==> src/rtl/spi_flash_sequencer_if.sv <==
// ----------------------------------------------------------------------------
// spi_flash_sequencer_if
//   Bundles the signals between qspi_sync, the flash sequencer and the
//   downstream output mux / logging logic.
//
//   From qspi_sync (into the sequencer):
//     spi_cs          synchronized !CS, 1 = bus deselected
//     spi_cmd_strobe  one-cycle pulse, first byte of a transaction on spi_byte
//     spi_byte_strobe one-cycle pulse, subsequent byte on spi_byte
//     spi_byte        received byte
//     status_in       value returned for RDSR (0x05)
//   From the sequencer (to mux / logger):
//     tx_byte         byte the FPGA shifts out when output_sel == 0
//     output_sel      0 = FPGA, 1 = ram0, 2 = ram1
//     spi_do_enable   pad output enables toward the PCH
//     cur_addr        current byte address
//     busy            sequencer not idle
//     event_strobe    one-cycle log pulse
//     event_cmd       command of the logged transaction
//     event_addr      start address of the logged transaction
// ----------------------------------------------------------------------------
interface spi_flash_sequencer_if;
    logic        spi_cs;
    logic        spi_cmd_strobe;
    logic        spi_byte_strobe;
    logic [7:0]  spi_byte;
    logic [7:0]  status_in;

    logic [7:0]  tx_byte;
    logic [1:0]  output_sel;
    logic [3:0]  spi_do_enable;
    logic [23:0] cur_addr;
    logic        busy;
    logic        event_strobe;
    logic [7:0]  event_cmd;
    logic [23:0] event_addr;

    // Sequencer side
    modport slave (
        input  spi_cs, spi_cmd_strobe, spi_byte_strobe, spi_byte, status_in,
        output tx_byte, output_sel, spi_do_enable, cur_addr, busy,
               event_strobe, event_cmd, event_addr
    );

    // Byte-stream source / observer side
    modport master (
        output spi_cs, spi_cmd_strobe, spi_byte_strobe, spi_byte, status_in,
        input  tx_byte, output_sel, spi_do_enable, cur_addr, busy,
               event_strobe, event_cmd, event_addr
    );
endinterface

==> src/rtl/spi_flash_sequencer.sv <==
// ----------------------------------------------------------------------------
// spi_flash_sequencer
//   Decodes the SPI flash command stream delivered by qspi_sync and sequences
//   the spy datapath: selects the source of each byte returned to the PCH
//   (FPGA, ram0 or ram1), drives the pad output enables, tracks the current
//   flash address and emits one log event per transaction.
//
//   Ports:
//     clk    system clock
//     reset  asynchronous, active-high reset
//     bus    spi_flash_sequencer_if.slave (byte stream in, datapath control out)
//
//   Parameters:
//     BANK_BIT    address bit selecting ram1 (1) or ram0 (0)
//     JEDEC_ID    bytes returned for 0x9F, MSB first
//     FAST_DUMMY  dummy bytes after the address for 0x0B (0..255)
// ----------------------------------------------------------------------------
module spi_flash_sequencer #(
    parameter int          BANK_BIT   = 23,
    parameter logic [23:0] JEDEC_ID   = 24'hEF4018,
    parameter int          FAST_DUMMY = 1
) (
    input logic                  clk,
    input logic                  reset,
    spi_flash_sequencer_if.slave bus
);

    typedef enum logic [2:0] {
        IDLE,
        ADDR,
        DUMMY,
        DATA,
        ID,
        STAT,
        PASS
    } state_t;

    localparam logic [7:0] CMD_READ  = 8'h03;
    localparam logic [7:0] CMD_FAST  = 8'h0B;
    localparam logic [7:0] CMD_RDID  = 8'h9F;
    localparam logic [7:0] CMD_RDSR  = 8'h05;
    localparam logic [3:0] DO_EN_IO1 = 4'b0010;
    localparam logic [7:0] DUMMY_LAST = 8'((FAST_DUMMY > 0) ? FAST_DUMMY - 1 : 0);

    state_t      state;
    logic [7:0]  cmd_q;
    logic [1:0]  addr_cnt;
    logic [7:0]  dummy_cnt;
    logic [1:0]  id_cnt;
    logic        bank_q;
    logic        crossed_q;

    logic [7:0]  tx_byte_q;
    logic [1:0]  output_sel_q;
    logic [3:0]  do_en_q;
    logic [23:0] cur_addr_q;
    logic        busy_q;
    logic        event_strobe_q;
    logic [7:0]  event_cmd_q;
    logic [23:0] event_addr_q;

    logic [23:0] shifted_addr;
    logic [23:0] next_addr;

    // Address byte arrives MSB first; the 24-bit increment wraps naturally.
    assign shifted_addr = {cur_addr_q[15:0], bus.spi_byte};
    assign next_addr    = cur_addr_q + 24'd1;

    always_ff @(posedge clk or posedge reset) begin
        if (reset) begin
            state          <= IDLE;
            cmd_q          <= 8'h00;
            addr_cnt       <= 2'd0;
            dummy_cnt      <= 8'd0;
            id_cnt         <= 2'd0;
            bank_q         <= 1'b0;
            crossed_q      <= 1'b0;
            tx_byte_q      <= 8'hFF;
            output_sel_q   <= 2'd0;
            do_en_q        <= 4'd0;
            cur_addr_q     <= 24'd0;
            busy_q         <= 1'b0;
            event_strobe_q <= 1'b0;
            event_cmd_q    <= 8'h00;
            event_addr_q   <= 24'd0;
        end else begin
            event_strobe_q <= 1'b0;

            if (bus.spi_cs) begin
                // Deselect wins over any strobe in the same cycle and returns
                // every output to its idle value.
                state        <= IDLE;
                cmd_q        <= 8'h00;
                addr_cnt     <= 2'd0;
                dummy_cnt    <= 8'd0;
                id_cnt       <= 2'd0;
                bank_q       <= 1'b0;
                crossed_q    <= 1'b0;
                tx_byte_q    <= 8'hFF;
                output_sel_q <= 2'd0;
                do_en_q      <= 4'd0;
                cur_addr_q   <= 24'd0;
                busy_q       <= 1'b0;
                event_cmd_q  <= 8'h00;
                event_addr_q <= 24'd0;
            end else if (bus.spi_cmd_strobe) begin
                // A command byte restarts decode from any state.
                cmd_q        <= bus.spi_byte;
                addr_cnt     <= 2'd0;
                dummy_cnt    <= 8'd0;
                id_cnt       <= 2'd0;
                crossed_q    <= 1'b0;
                busy_q       <= 1'b1;
                output_sel_q <= 2'd0;
                case (bus.spi_byte)
                    CMD_READ, CMD_FAST: begin
                        state     <= ADDR;
                        tx_byte_q <= 8'hFF;
                        do_en_q   <= 4'd0;
                    end
                    CMD_RDID: begin
                        state          <= ID;
                        tx_byte_q      <= JEDEC_ID[23:16];
                        do_en_q        <= DO_EN_IO1;
                        event_strobe_q <= 1'b1;
                        event_cmd_q    <= bus.spi_byte;
                        event_addr_q   <= 24'd0;
                    end
                    CMD_RDSR: begin
                        state          <= STAT;
                        tx_byte_q      <= bus.status_in;
                        do_en_q        <= DO_EN_IO1;
                        event_strobe_q <= 1'b1;
                        event_cmd_q    <= bus.spi_byte;
                        event_addr_q   <= 24'd0;
                    end
                    default: begin
                        state          <= PASS;
                        tx_byte_q      <= 8'hFF;
                        do_en_q        <= 4'd0;
                        event_strobe_q <= 1'b1;
                        event_cmd_q    <= bus.spi_byte;
                        event_addr_q   <= 24'd0;
                    end
                endcase
            end else if (bus.spi_byte_strobe) begin
                case (state)
                    ADDR: begin
                        cur_addr_q <= shifted_addr;
                        addr_cnt   <= addr_cnt + 2'd1;
                        if (addr_cnt == 2'd2) begin
                            event_strobe_q <= 1'b1;
                            event_cmd_q    <= cmd_q;
                            event_addr_q   <= shifted_addr;
                            if (cmd_q == CMD_FAST && FAST_DUMMY > 0) begin
                                state <= DUMMY;
                            end else begin
                                // Bank is fixed at the start address for the
                                // whole burst.
                                state        <= DATA;
                                bank_q       <= shifted_addr[BANK_BIT];
                                output_sel_q <= shifted_addr[BANK_BIT] ? 2'd2 : 2'd1;
                                do_en_q      <= DO_EN_IO1;
                            end
                        end
                    end
                    DUMMY: begin
                        dummy_cnt <= dummy_cnt + 8'd1;
                        if (dummy_cnt == DUMMY_LAST) begin
                            state        <= DATA;
                            bank_q       <= cur_addr_q[BANK_BIT];
                            output_sel_q <= cur_addr_q[BANK_BIT] ? 2'd2 : 2'd1;
                            do_en_q      <= DO_EN_IO1;
                        end
                    end
                    DATA: begin
                        cur_addr_q <= next_addr;
                        // Leaving the latched bank hands the bus back to the
                        // FPGA for the rest of the burst, even if it wraps back.
                        if (crossed_q || (next_addr[BANK_BIT] != bank_q)) begin
                            crossed_q    <= 1'b1;
                            output_sel_q <= 2'd0;
                            tx_byte_q    <= 8'hFF;
                        end
                    end
                    ID: begin
                        case (id_cnt)
                            2'd0:    tx_byte_q <= JEDEC_ID[15:8];
                            2'd1:    tx_byte_q <= JEDEC_ID[7:0];
                            default: tx_byte_q <= 8'h00;
                        endcase
                        if (id_cnt != 2'd3) begin
                            id_cnt <= id_cnt + 2'd1;
                        end
                    end
                    STAT: begin
                        tx_byte_q <= bus.status_in;
                    end
                    default: begin
                    end
                endcase
            end
        end
    end

    assign bus.tx_byte       = tx_byte_q;
    assign bus.output_sel    = output_sel_q;
    assign bus.spi_do_enable = do_en_q;
    assign bus.cur_addr      = cur_addr_q;
    assign bus.busy          = busy_q;
    assign bus.event_strobe  = event_strobe_q;
    assign bus.event_cmd     = event_cmd_q;
    assign bus.event_addr    = event_addr_q;

endmodule
==> src/flat_wrapper.sv <==
// flat-port wrapper written by rule: the top's interface ports become plain ports
module spi_flash_sequencer_flat 
#(
    parameter int          BANK_BIT   = 23,
    parameter logic [23:0] JEDEC_ID   = 24'hEF4018,
    parameter int          FAST_DUMMY = 1
)
  (clk, reset, bus_spi_cs, bus_spi_cmd_strobe, bus_spi_byte_strobe, bus_spi_byte, bus_status_in, bus_tx_byte, bus_output_sel, bus_spi_do_enable, bus_cur_addr, bus_busy, bus_event_strobe, bus_event_cmd, bus_event_addr);
  spi_flash_sequencer_if bus_i ();
  input logic clk;
  input logic reset;
  input wire logic [$bits(bus_i.spi_cs)-1:0] bus_spi_cs;
  input wire logic [$bits(bus_i.spi_cmd_strobe)-1:0] bus_spi_cmd_strobe;
  input wire logic [$bits(bus_i.spi_byte_strobe)-1:0] bus_spi_byte_strobe;
  input wire logic [$bits(bus_i.spi_byte)-1:0] bus_spi_byte;
  input wire logic [$bits(bus_i.status_in)-1:0] bus_status_in;
  output wire logic [$bits(bus_i.tx_byte)-1:0] bus_tx_byte;
  output wire logic [$bits(bus_i.output_sel)-1:0] bus_output_sel;
  output wire logic [$bits(bus_i.spi_do_enable)-1:0] bus_spi_do_enable;
  output wire logic [$bits(bus_i.cur_addr)-1:0] bus_cur_addr;
  output wire logic [$bits(bus_i.busy)-1:0] bus_busy;
  output wire logic [$bits(bus_i.event_strobe)-1:0] bus_event_strobe;
  output wire logic [$bits(bus_i.event_cmd)-1:0] bus_event_cmd;
  output wire logic [$bits(bus_i.event_addr)-1:0] bus_event_addr;
  assign bus_i.spi_cs = bus_spi_cs;
  assign bus_i.spi_cmd_strobe = bus_spi_cmd_strobe;
  assign bus_i.spi_byte_strobe = bus_spi_byte_strobe;
  assign bus_i.spi_byte = bus_spi_byte;
  assign bus_i.status_in = bus_status_in;
  assign bus_tx_byte = bus_i.tx_byte;
  assign bus_output_sel = bus_i.output_sel;
  assign bus_spi_do_enable = bus_i.spi_do_enable;
  assign bus_cur_addr = bus_i.cur_addr;
  assign bus_busy = bus_i.busy;
  assign bus_event_strobe = bus_i.event_strobe;
  assign bus_event_cmd = bus_i.event_cmd;
  assign bus_event_addr = bus_i.event_addr;
  spi_flash_sequencer #(.BANK_BIT(BANK_BIT), .JEDEC_ID(JEDEC_ID), .FAST_DUMMY(FAST_DUMMY)) u_core (.clk(clk), .reset(reset), .bus(bus_i));
endmodule
==> config.mk <==
export PLATFORM = sky130hd
export DESIGN_NAME = spi_flash_sequencer_flat
export DESIGN_NICKNAME = d
export VERILOG_FILES = /design/src/rtl/spi_flash_sequencer_if.sv /design/src/rtl/spi_flash_sequencer.sv /design/src/flat_wrapper.sv
export SDC_FILE = /design/constraint.sdc
export NUM_CORES = 1
export LEC_CHECK = 0
export ABC_CLOCK_PERIOD_IN_PS = 3000
export CORE_UTILIZATION = 60
export CTS_BUF_LIST = sky130_fd_sc_hd__clkbuf_16
export DETAILED_ROUTE_END_ITERATION = 10
export DONT_BUFFER_PORTS = 1
export MAX_ROUTING_LAYER = met4
export PLACE_DENSITY = 0.76
export SYNTH_ARGS = -nofsm -noshare
export SYNTH_HDL_FRONTEND = slang
export SYNTH_SLANG_ARGS = --single-unit
export TNS_END_PERCENT = 20
==> constraint.sdc <==
create_clock -name clk -period 3 [get_ports clk]
set_input_delay 0.3 -clock clk [delete_from_list [all_inputs] [get_ports clk]]
set_output_delay 0.3 -clock clk [all_outputs]
set_load 0.005 [all_outputs]
======== Yosys cells after proc, flatten, opt, wreduce, memory -nomap -nowiden ========
Index checks and enable logic that the tools add are counted.
word-level totals
  input bits .............................. 21
  output and inout port bits .............. 72
  bits in registers ....................... 97
operators by class
  multiplexer cells ....................... 84
  eq/ne operators ......................... 23
  add/sub/neg operators ................... 4
  reductions and logical operators ........ 31
operator list
  cell                                                 count
  two-way mux 24 bit                                   9
  two-way mux 8 bit                                    16
  case mux 24 bit (2 select lines)                     1
  two-way mux 2 bit                                    19
  nonzero test 3 bit                                   10
  adder 24 x 1 -> 24 bit, second input constant        1
  two-way mux 4 bit                                    6
  case mux 8 bit (3 select lines)                      1
  two-way mux 1 bit                                    20
  equality test 8 x 4 -> 1 bit, second input constant  2
  case mux 8 bit (2 select lines)                      1
  two-way mux 3 bit                                    5
  case mux 7 bit (2 select lines)                      1
  != test 4 x 3 -> 1 bit, second input constant        3
  AND reduction 3 bit                                  4
  AND reduction 6 bit                                  2
  nonzero test 5 bit                                   2
  case mux 3 bit (3 select lines)                      1
  adder 8 x 1 -> 8 bit, second input constant          1
  equality test 8 x 2 -> 1 bit, second input constant  1
  equality test 8 x 3 -> 1 bit, second input constant  1
  equality test 8 bit, second input constant           1
  logical NOT 8 bit                                    1
  case mux 4 bit (2 select lines)                      1
  other kinds (22)                                     32

======== Depth between registers and ports, before layout ========
Gate-level depths: netlist (run 1).
  depth after elaboration ................. 8
  depth in mapped cells ................... 8
  depth with buffers taken out ............ 7

======== Least setup slack after synthesis (run 1) ========
No wires, ideal clock.
  kind .................................... register -> register
  start point ............................. register u_core.cur_addr_q[0], in the netlist u_core.bus.cur_addr[0]
  end point ............................... register u_core.cur_addr_q[16], in the netlist u_core.bus.cur_addr[16]
  setup time .............................. 111 ps
  period minus slack after synthesis ...... 1,992 ps
  setup slack ............................. 1,008 ps
  required time ........................... 2,889 ps
  stages on the path, launching flop included .. 7
  arrival ................................. 1,881 ps
  path through ............................ dfrtp_1 ha_1 nand3_4 or4_4 nor3_1 nor3_1 a2111oi_2
between the ends
  cells in the longest elaborated chain, start to end .. 5
ends and longest elaborated chain
  element                           RTL line                    source
  start: declaration                spi_flash_sequencer.sv:56   logic [23:0] cur_addr_q;
  start signal: assignment          spi_flash_sequencer.sv:149  cur_addr_q <= shifted_addr;
  start signal: assignment          spi_flash_sequencer.sv:177  cur_addr_q <= next_addr;
  adder 24 x 1 -> 24 bit            spi_flash_sequencer.sv:67   assign next_addr = cur_addr_q + 24'd1;
  case mux 24 bit (2 select lines)  spi_flash_sequencer.sv:147  case (state)
  two-way mux 24 bit                spi_flash_sequencer.sv:146  end else if (bus.spi_byte_strobe) begin
  two-way mux 24 bit                spi_flash_sequencer.sv:106  end else if (bus.spi_cmd_strobe) begin
  two-way mux 24 bit                spi_flash_sequencer.sv:89   if (bus.spi_cs) begin
No other way between the ends. The select of a mux whose other input is x is not followed.
A chain may end at the register's enable or synchronous reset.

======== Final worst setup path (run 1) ========
  start point ............................. register u_core.cur_addr_q[0], in the netlist u_core.bus.cur_addr[0]
  end point ............................... register u_core.cur_addr_q[22], in the netlist u_core.bus.cur_addr[22]
The elaborated chain is that of the path after synthesis.

==> results.py, run 1 <==
metrics = {
    "critical_path": {
        "slowest_delay_ns": 0.62,
        "path_delay_family": "simple AND/OR/NAND/NOR gates",
        "slowest_stage": "or4_4",
        "path_buf_inv": 0,
        "worstPathCellList": "ha_1, nand3_4, or4_4, nor4_4, nor3_1, a311oi_1",
        "setup.worst_path.class": "reg -> reg",
        "r2r.worst_path.cells": 6,
        "crit_path_start_kind": "register",
        "end_kind": "register",
        "critPathArrivalTime_ns": 2.50,
        "path_depth": 6,
        "worstPathRequired_ns": 3.24,
        "cp_max_fo": 9,
    },
    "clock_network": {
        "cts.htree.levels": 3,
        "root_buffer": "clkbuf_16",
        "cts_buffer_depth": 2,
        "cts_tree": "yes",
        "path_clk_slew_ns": 0.07,
        "clock_latency_ns": 0.35,
        "ctsResizeCount": 0,
        "clock-sinks": 94,
        "cts_setup_buffers": 0,
        "cts_made_buffers": 9,
        "postCtsHoldBufs": 1,
    },
    "placed_design": {
        "dpl_cell_area_sq_um": 5110,
        "place_congestion": 0.867,
        "preCtsSetupSlack_ns": 0.751,
        "port_buffers": 0,
        "dpl.hpwl_um": 8400,
    },
    "drt": {
        "num_vias": 4214,
        "first_pass_iters": 5,
        "ant_nets": 0,
        "drc_errors": 0,
        "routed_wl_um": 12500,
        "avgRoutedWirePerCell_um": 19.6,
        "post_drt_via_cell_ratio": 6.57,
        "first_iter_violations": 311,
    },
    "logic_synthesis": {
        "synth_area_leader_cell": "dfrtp_1",
        "synthFlopType": "dfrtp_1",
        "synth_area_leaders": "dfrtp_1 42%, nand2_1 6.2%, dfstp_2 4.1%",
        "synthCells": 551,
        "yosys.area.top_type_share_pct": 42.3,
        "synth_cell_type_count": 72,
        "ys_warn_count": 0,
        "async_reset_ff_share_pct": 100,
        "syn_area_per_cell_sq_um": 9.23,
        "synth-seq-cells": 94,
        "netlist_area_sq_um": 5080,
        "synth_edf_count": 0,
        "ys_seq_area_share_pct": 46.5,
    },
    "finish": {
        "fin_util_pct": 66.0,
        "final_cell_area_sq_um": 5430,
        "areaGrowthSynthToFinish_pct": 6.72,
        "n_antenna_cell": 0,
        "drive_gt1_share_pct": 11.8,
        "fin_nets": 559,
        "fillerInstances": 669,
        "layout_common_cells": "86 x dfrtp_1, 84 x nand2_1, 54 x nor2_1",
        "final_common_cell": "dfrtp_1",
    },
    "floorplanning": {
        "start_util_pct": 61.9,
        "die_w_um": 94.1,
        "ioPinCount": 93,
        "core_area_sq_um": 8220,
        "rows": 33,
        "die_area_sq_um": 8850,
        "dieHeight_um": 94.1,
    },
    "status": {
        "status": "finished, final reports clean",
    },
    "timing": {
        "relSlewSlack_pct": 50.6,
        "fmax_mhz": 443,
        "setup_tns_ns": 0,
        "rsz0062_at_grt": "false",
        "worst_clock_skew_ns": 0.00875,
        "fin_crit_ns": 2.26,
        "drv_slew": 0,
        "setup_violations": 0,
        "setup_ws_ns": 0.741,
        "hold_viol": 0,
        "finalCritPeriodShare_pct": 75.3,
        "worst_pin_slew_ns": 0.741,
    },
    "global_route": {
        "grt_usage_pct": 31.1,
        "grt_pass1_wl_um": 20400,
        "antenna_found_initial": 0,
        "grt_max_degree": 95,
        "grt_pass1_vias": 4112,
        "grt_overflow": 0,
    },
    "worst_hold_path": {
        "hold_depth": 1,
        "hold_path_class": "in -> reg",
    },
    "power": {
        "power_mw": 2.73,
        "ir_drop_mv": 0.374,
        "powerDensity_nw_per_um2": 503,
        "p_leak_nw": 2.27,
    },
    "run": {
        "maxCapViolCount": 0,
    },
}
path summary, 6_finish.rpt:
check | startpoint | endpoint | slack [ns]
max | u_core.bus.cur_addr[0] | u_core.bus.cur_addr[22] | 0.74
min | bus_spi_cs | u_core.bus.cur_addr[2] | 0.01
max reg2reg | u_core.bus.cur_addr[0] | u_core.bus.cur_addr[22] | 0.74
min in group asynchronous | reset | u_core.addr_cnt[0] | 0.52
max in group asynchronous | reset | u_core.bus.tx_byte[3] | 2.03
min reg2reg | u_core.bus.tx_byte[2] | u_core.bus.tx_byte[2] | 0.49
area by class of cell:
| class | count | area [sq um] | share of cell area (%) |
|---|---|---|---|
| clock buffer | 9 | 225 | 4.15 |
| clock inverter | 7 | 77.6 | 1.43 |
| inverter | 9 | 36.3 | 0.669 |
| multi-input combinational | 407 | 2500 | 46.1 |
| sequential | 94 | 2360 | 43.5 |
| tap | 105 | 131 | 2.42 |
| timing repair buffer | 10 | 90.1 | 1.66 |
power breakdown:
part           total (mW)  internal, mW  leakage, nW  switching (mW)
clock                1.17         0.655        0.147           0.517
combinational       0.195        0.0748        0.864           0.121
sequential           1.36          1.32         1.26          0.0458
total                2.73          2.05         2.27           0.683
metal layers:
metal | track usage, % | vias to the layer above | wire length (um)
met1 | 38.3 | 2084 | 5270
met3 | 6.63 | 26 | 850
met4 | 12.7 | 0 | 262
met2 | 49.8 | 157 | 6160
met5 | - | - | 0
li1 | - | 1947 | -
worst register-to-register path, delay by kind of cell (launching register included):
family,cells,cell delay [ns]
AOI/OAI and AO/OA,1,0.28
adders and majority gates,1,0.29
DFF,1,0.52
and+or+nand+nor,4,1.05
cells by family (layout without fill, tap and decap cells):
group | Yosys count | in the layout | share of synthesized area (%)
other | 1 | 3 | 0.0737
buffers and inverters | 52 | 35 | 4.75
adder cells (fa/ha/maj) | 7 | 7 | 1.72
AO/OA/AOI/OAI | 137 | 137 | 17.8
flip-flops | 94 | 94 | 46.5
XOR/XNOR | 11 | 11 | 1.89
AND/OR/NAND/NOR | 228 | 228 | 22.9
multiplexers | 21 | 21 | 4.38
synthesized netlist by cell type, types with 9 or more instances:
master,count
a21oi_1,26
o21ai_0,42
a22oi_1,11
mux2_2,10
nand4_1,9
and3_1,10
nor2_1,55
nand3_1,12
mux2i_1,11
inv_1,9
clkbuf_1,17
dfrtp_1,86
nand2_1,84
buf_2,13
nor3_1,10
flip-flops by register name (all words and copies together), names as in the netlist, 3 cells and up:
name	cells
u_core.state	3
u_core.bus.event_cmd	8
u_core.bus.event_addr	24
u_core.dummy_cnt	8
u_core.bus.cur_addr	24
u_core.bus.tx_byte	8
u_core.cmd_q	8
stage by stage:
step | hold slack (ns) | cells
after detailed placement | 0.330 | 624
final | 0.0143 | 641
after floorplan | 0.436 | 553
after global placement | 0.324 | 624
after global routing | 0.00902 | 641
after CTS | 0.0162 | 641
(Power assumes the default switching activity.)
==> run 2: changes to the inputs <==
Settings changed: ABC_CLOCK_PERIOD_IN_PS 3000 to 1900, CORE_UTILIZATION 60 to 58.
Clock period 3 ns to 1.9 ns, I/O delays scaled along.
==> run 2 against run 1 <==
Register-to-register slack got worse by 0.71 ns. Routed wire length rose by 11%. Largest power group unchanged. Clock skew rose by 0.00053 ns. Design area rose by 12%. Clock-buffer cell count did not move. Critical path depth did not move. Highest routed layer unchanged. Die area rose by 3.4%. Non-clock buffer count rose by 69.
==> results.py, run 2 (synthesis gave the netlist of run 1 again) <==
metrics = {
    "status": {
        "status": "finished, final reports clean",
    },
    "floorplanning": {
        "core_area_sq_um": 8340,
        "die_area_sq_um": 9150,
        "rows": 33,
        "dieHeight_um": 95.6,
        "start_util_pct": 61.0,
        "die_w_um": 95.6,
        "ioPinCount": 93,
    },
    "power": {
        "p_clk_share_pct": 40.4,
        "powerDensity_nw_per_um2": 706,
        "comb_power_share_pct": 9.8,
        "ir_drop_mv": 0.605,
        "sw_frac_of_total_pct": 26.4,
        "p_sw_mw": 1.13,
        "power.share.sequential_pct": 49.8,
        "internal-power_mw": 3.17,
        "p_leak_nw": 2.64,
    },
    "drt": {
        "routed_wl_um": 13900,
        "first_pass_iters": 5,
        "num_vias": 4544,
        "post_drt_via_cell_ratio": 6.40,
        "first_iter_violations": 358,
        "ant_nets": 0,
        "drc_errors": 0,
        "avgRoutedWirePerCell_um": 19.6,
    },
    "critical_path": {
        "worstPathCellList": "ha_2, nand3_4, or4_4, nor3_2, nor3_1, a2111oi_2",
        "worstReg2RegStart": "u_core.bus.cur_addr[1]",
        "path_depth": 6,
        "critPathArrivalTime_ns": 2.12,
        "slowest_delay_ns": 0.55,
        "cp_max_fo": 5,
        "end_kind": "register",
        "path_buf_inv": 0,
        "path_delay_family": "simple AND/OR/NAND/NOR gates",
        "crit-reg2reg-capture": "u_core.bus.cur_addr[16]",
        "ff2ff_setup_slack_ns": 0.03,
        "crit_path_start_kind": "register",
        "crit_end": "u_core.bus.cur_addr[16]",
        "setup.worst_path.class": "reg -> reg",
        "r2r.worst_path.cells": 6,
        "worstPathRequired_ns": 2.15,
        "slowest_stage": "or4_4",
        "crit_start": "u_core.bus.cur_addr[1]",
    },
    "placed_design": {
        "dpl.hpwl_um": 9550,
        "dpl.cell_count": 680,
        "port_buffers": 0,
        "place_congestion": 0.918,
    },
    "timing": {
        "worst_pin_slew_ns": 0.667,
        "setup_violations": 0,
        "relSlewSlack_pct": 55.4,
        "fmax_mhz": 535,
        "fin_crit_ns": 1.87,
        "rsz0062_at_grt": "true",
        "hold_viol": 0,
        "finalCritPeriodShare_pct": 98.4,
        "drv_slew": 0,
        "setup_tns_ns": 0,
        "timing.hold.ws_ns": 0.000747,
        "worst_clock_skew_ns": 0.00928,
    },
    "clock_network": {
        "cts.htree.levels": 3,
        "cts_made_buffers": 9,
        "root_buffer": "clkbuf_16",
        "cts_tree": "yes",
        "path_clk_slew_ns": 0.07,
        "cts_buffer_depth": 2,
        "clock-sinks": 94,
        "clock_latency_ns": 0.35,
    },
    "finish": {
        "multi_input_area_sq_um": 2580,
        "seq_area_sq_um": 2360,
        "final_common_cell": "dfrtp_1",
        "drive_gt1_share_pct": 22.8,
        "areaGrowthSynthToFinish_pct": 19.7,
        "n_antenna_cell": 0,
        "final_cells": 710,
        "layout_common_cells": "84 x dfrtp_1, 83 x nand2_1, 61 x buf_4",
        "fin_nets": 628,
        "fillerInstances": 629,
    },
    "worst_hold_path": {
        "hp-start": "bus_status_in[0]",
        "hold_path_class": "in -> reg",
    },
    "global_route": {
        "grt_pass1_wl_um": 22000,
        "grt_usage_pct": 32.9,
        "grt_overflow": 0,
        "grt_max_degree": 49,
        "grt_pass1_vias": 4403,
        "antenna_found_initial": 0,
    },
    "run": {
        "maxCapViolCount": 0,
    },
}
[run 2: worst min path at each step]
stage | endpoint | slack, ns | depth (start not counted)
6_report | u_core.bus.tx_byte[0] | 0.0007 | 2
2_1_floorplan | u_core.bus.event_addr[0] | 0.33 | 2
3_5_place_dp | u_core.bus.event_addr[7] | 0.19 | 1
4_1_cts | u_core.bus.cur_addr[1] | 0.004 | 2
5_1_grt | u_core.bus.cur_addr[1] | 0.01 | 2
3_3_place_gp | u_core.bus.event_addr[7] | 0.18 | 1
[run 2: power by group through the flow]
| stage | Combinational, mW | Sequential (mW) | Clock (mW) |
|---|---|---|---|
| after CTS | 0.414 | 2.14 | 1.74 |
| final | 0.421 | 2.14 | 1.74 |
| after detailed placement | 0.372 | 2.17 | 0 |
| after global routing | 0.465 | 2.15 | 1.82 |
| after floorplan | 0.283 | 2.16 | 0 |
| after global placement | 0.360 | 2.17 | 0 |
[run 2: metal layers]
layer  routed length [um]  share of wire (%)  track usage (%)  up-vias
met2                 6860                 49             53.8      204
met4                  182                1.3             8.96        0
met3                 1040                7.4             8.13       23
met1                 5850                 42             40.8     2242
met5                    0                  0                -        -
li1                     -                  -                -     2075
[run 2: area by class of cell]
| cell class | count | area share [%] |
|---|---|---|
| clock buffers | 9 | 3.70 |
| clock inverters | 7 | 0.904 |
| inverters | 9 | 0.617 |
| multi-input cells | 407 | 42.3 |
| flip-flops and latches | 94 | 38.8 |
| well taps | 105 | 2.16 |
| repair buffers | 79 | 11.5 |
[run 2: repair_timing]
action	in CTS	in global routing
hold buffers	13	0
buffers inserted	0	1
pin swaps	1	7
setup endpoints to repair	4	21
resized for setup	4	16
hold endpoints to repair	73	0
[run 2: per-stage QoR]
step / worst slack (ns) / cell area [sq um] / power, mW / util (%)
finish: 0.0295 / 6090 / 4.30 / 73.0
floorplan: -0.0925 / 5100 / 2.44 / -
detailed placement: -0.0653 / 5590 / 2.55 / 67.0
global route: -0.0738 / 6090 / 4.43 / 73.0
global placement: 0.0346 / 5590 / 2.53 / 67.0
CTS: 0.00206 / 6020 / 4.30 / 72.2
==> run 3: changes to the inputs <==
Settings changed: ABC_AREA set to 1.
==> run 3 against run 2 <==
Register-to-register slack improved by 0.09 ns. Critical path depth unchanged. Sequential share of layout area increased by 2.0 points. First-iteration DRC count increased by 18%. Sequential power about the same. Clock skew decreased by 0.0011 ns. Design area decreased by 4.7%. Die area increased by 0.13%. Maximum frequency increased by 5.1%. Non-clock buffer count decreased by 41. Routed wire length decreased by 1.8%. Synthesized area increased by 0.12%. Highest routed layer unchanged.
==> results.py, run 3 <==
metrics = {
    "logic_synthesis": {
        "synth_compound_area_share_pct": 15.5,
        "synthCells": 665,
        "post-synth-top-count-cell": "nand2_1",
        "synth-adder-area-share_pct": 1.72,
        "synth_cell_type_count": 36,
        "ys_warn_count": 0,
        "yosys.area.top_type_share_pct": 42.3,
        "synth_mux_area_share_pct": 0,
        "synth_area_leader_cell": "dfrtp_1",
        "ys_seq_area_share_pct": 46.4,
        "syn_area_per_cell_sq_um": 7.66,
        "netlist_area_sq_um": 5090,
        "synth-xor-area-share_pct": 1.55,
        "synth_top_family_by_area": "simple AND/OR/NAND/NOR gates",
        "synth_commonest_cells": "174 x nand2_1, 86 x dfrtp_1, 77 x inv_1",
        "synth-seq-cells": 94,
        "synth_simple_gate_area_share_pct": 26.2,
        "synthFlopType": "dfrtp_1",
        "synth_area_leaders": "dfrtp_1 42%, nand2_1 13%, inv_1 5.7%",
        "async_reset_ff_share_pct": 100,
        "synth_edf_count": 0,
    },
    "drt": {
        "avgRoutedWirePerCell_um": 17.1,
        "first_iter_violations": 422,
        "first_pass_iters": 7,
        "ant_nets": 0,
        "routed_wl_um": 13700,
        "drc_errors": 0,
        "num_vias": 4753,
        "post_drt_via_cell_ratio": 5.94,
    },
    "power": {
        "p_sw_mw": 1.23,
        "ir_drop_mv": 0.493,
        "power.share.sequential_pct": 47.9,
        "p_clk_share_pct": 42.1,
        "p_leak_nw": 2.63,
        "power_mw": 4.51,
        "powerDensity_nw_per_um2": 777,
        "sw_frac_of_total_pct": 27.2,
        "internal-power_mw": 3.28,
        "comb_power_share_pct": 10.1,
    },
    "global_route": {
        "grt_usage_pct": 31.8,
        "grt_pass1_vias": 4317,
        "grt_pass1_wl_um": 21400,
        "grt_max_degree": 58,
        "antenna_found_initial": 0,
        "grt_overflow": 0,
    },
    "status": {
        "status": "finished, final reports clean",
    },
    "critical_path": {
        "crit_path_start_kind": "register",
        "setup.worst_path.class": "reg -> reg",
        "worstPathRequired_ns": 2.14,
        "end_kind": "register",
        "critPathArrivalTime_ns": 2.02,
        "ff2ff_setup_slack_ns": 0.12,
        "cp_max_fo": 57,
    },
    "timing": {
        "worst_pin_slew_ns": 0.515,
        "fin_crit_ns": 1.78,
        "setup_violations": 0,
        "worst_clock_skew_ns": 0.00823,
        "relSlewSlack_pct": 65.6,
        "finalCritPeriodShare_pct": 93.7,
        "fmax_mhz": 562,
        "hold_viol": 0,
        "drv_slew": 0,
    },
    "run": {
        "maxCapViolCount": 0,
    },
    "floorplanning": {
        "die_w_um": 95.7,
        "ioPinCount": 93,
        "die_area_sq_um": 9160,
        "core_area_sq_um": 8340,
        "rows": 33,
        "dieHeight_um": 95.7,
        "start_util_pct": 61.0,
    },
    "clock_network": {
        "path_clk_slew_ns": 0.07,
        "cts_buffer_depth": 2,
        "clock_latency_ns": 0.35,
        "cts_tree": "yes",
        "cts_made_buffers": 9,
        "root_buffer": "clkbuf_16",
        "cts.htree.levels": 3,
        "clock-sinks": 94,
    },
    "finish": {
        "drive_gt1_share_pct": 13.4,
        "final_common_cell": "nand2_1",
        "fin_nets": 718,
        "multi_input_area_sq_um": 2340,
        "n_antenna_cell": 0,
        "final_cell_area_sq_um": 5800,
        "areaGrowthSynthToFinish_pct": 13.9,
        "seq_area_sq_um": 2370,
        "fillerInstances": 694,
        "layout_common_cells": "171 x nand2_1, 81 x dfrtp_1, 76 x inv_1",
    },
    "worst_hold_path": {
        "hold_path_class": "in -> reg",
    },
    "placed_design": {
        "dpl_cell_area_sq_um": 5390,
        "port_buffers": 0,
        "place_congestion": 1.01,
        "dpl.hpwl_um": 9920,
    },
}
==> run 3: cell count changes after synthesis, moves of 11 or more <==
| cell | change |
|---|---|
| o31ai_1 | +19 |
| a22oi_1 | -11 |
| inv_1 | +68 |
| nand2_1 | +90 |
| nand3_1 | +32 |
| mux2i_1 | -11 |
==> run 3: logic make-up after synthesis <==
kind of cell	after synthesis
DFF	94
adders and majority gates	7
xor gates and xnor gates	9
AOI/OAI and AO/OA	134
and+or+nand+nor	312
buffers and inverters	108
other	1
==> run 3: final timing paths <==
kind,start,end,cells after the start
min in group asynchronous,reset,u_core.bus.event_addr[13],2
max in group asynchronous,reset,u_core.bus.cur_addr[0],3
max reg2reg,u_core.state[2],u_core.bus.event_addr[19],6
min reg2reg,u_core.bus.tx_byte[2],u_core.bus.tx_byte[2],2
min,bus_spi_byte[4],u_core.bus.cur_addr[4],2
max,u_core.state[2],u_core.bus.event_addr[19],6
==> run 3: worst max-delay path: stages (launching register included) <==
cell and delay, ns:
dfrtp_1 0.39, inv_1 0.14, nand3_2 0.17, o31ai_1 0.37
nand2_2 0.12, buf_12 0.20, o31ai_1 0.26
==> run 3: per-stage QoR <==
step	TNS [ns]	setup WS, ns	utilization (%)	cells	hold slack, ns
6_report	0	0.120	69.5	800	0.0244
5_1_grt	-0.00982	-0.00810	69.5	800	0.0396
4_1_cts	0	0.0171	68.5	795	0.0198
3_5_place_dp	0	0.0359	64.6	778	0.127
3_3_place_gp	0	0.100	64.6	778	0.117
2_1_floorplan	0	0.121	-	667	0.346
==> run 3: power groups by stage <==
stage          clock [mW]  combinational (mW)  sequential [mW]
2_1_floorplan           0               0.320             2.18
3_3_place_gp            0               0.418             2.19
3_5_place_dp            0               0.430             2.19
4_1_cts              1.91               0.435             2.16
5_1_grt              2.00               0.508             2.17
6_report             1.90               0.453             2.16
==> run 3: final cells by class <==
class                   instances  share of cell area (%)
clock buffers                   9                    3.88
clock inverters                 7                    1.49
inverters                      82                    5.37
multi-input cells             465                    40.3
flip-flops and latches         94                    40.8
well taps                     105                    2.27
repair buffers                 38                    5.83
==> run 3: timing repair <==
item	4_1_cts	5_1_grt
endpoints found under the hold margin	21	0
endpoints found under the setup margin	0	18
gates resized for setup	0	14
setup buffers	0	5
hold buffers	1	0
==> run 3: routing by layer <==
metal,up-vias,track usage [%],share of wire [%]
li1,2240,-,-
met1,2255,43.1,43
met3,25,7.50,10
met5,-,-,0
met2,233,47.4,45
met4,0,10.2,2.0
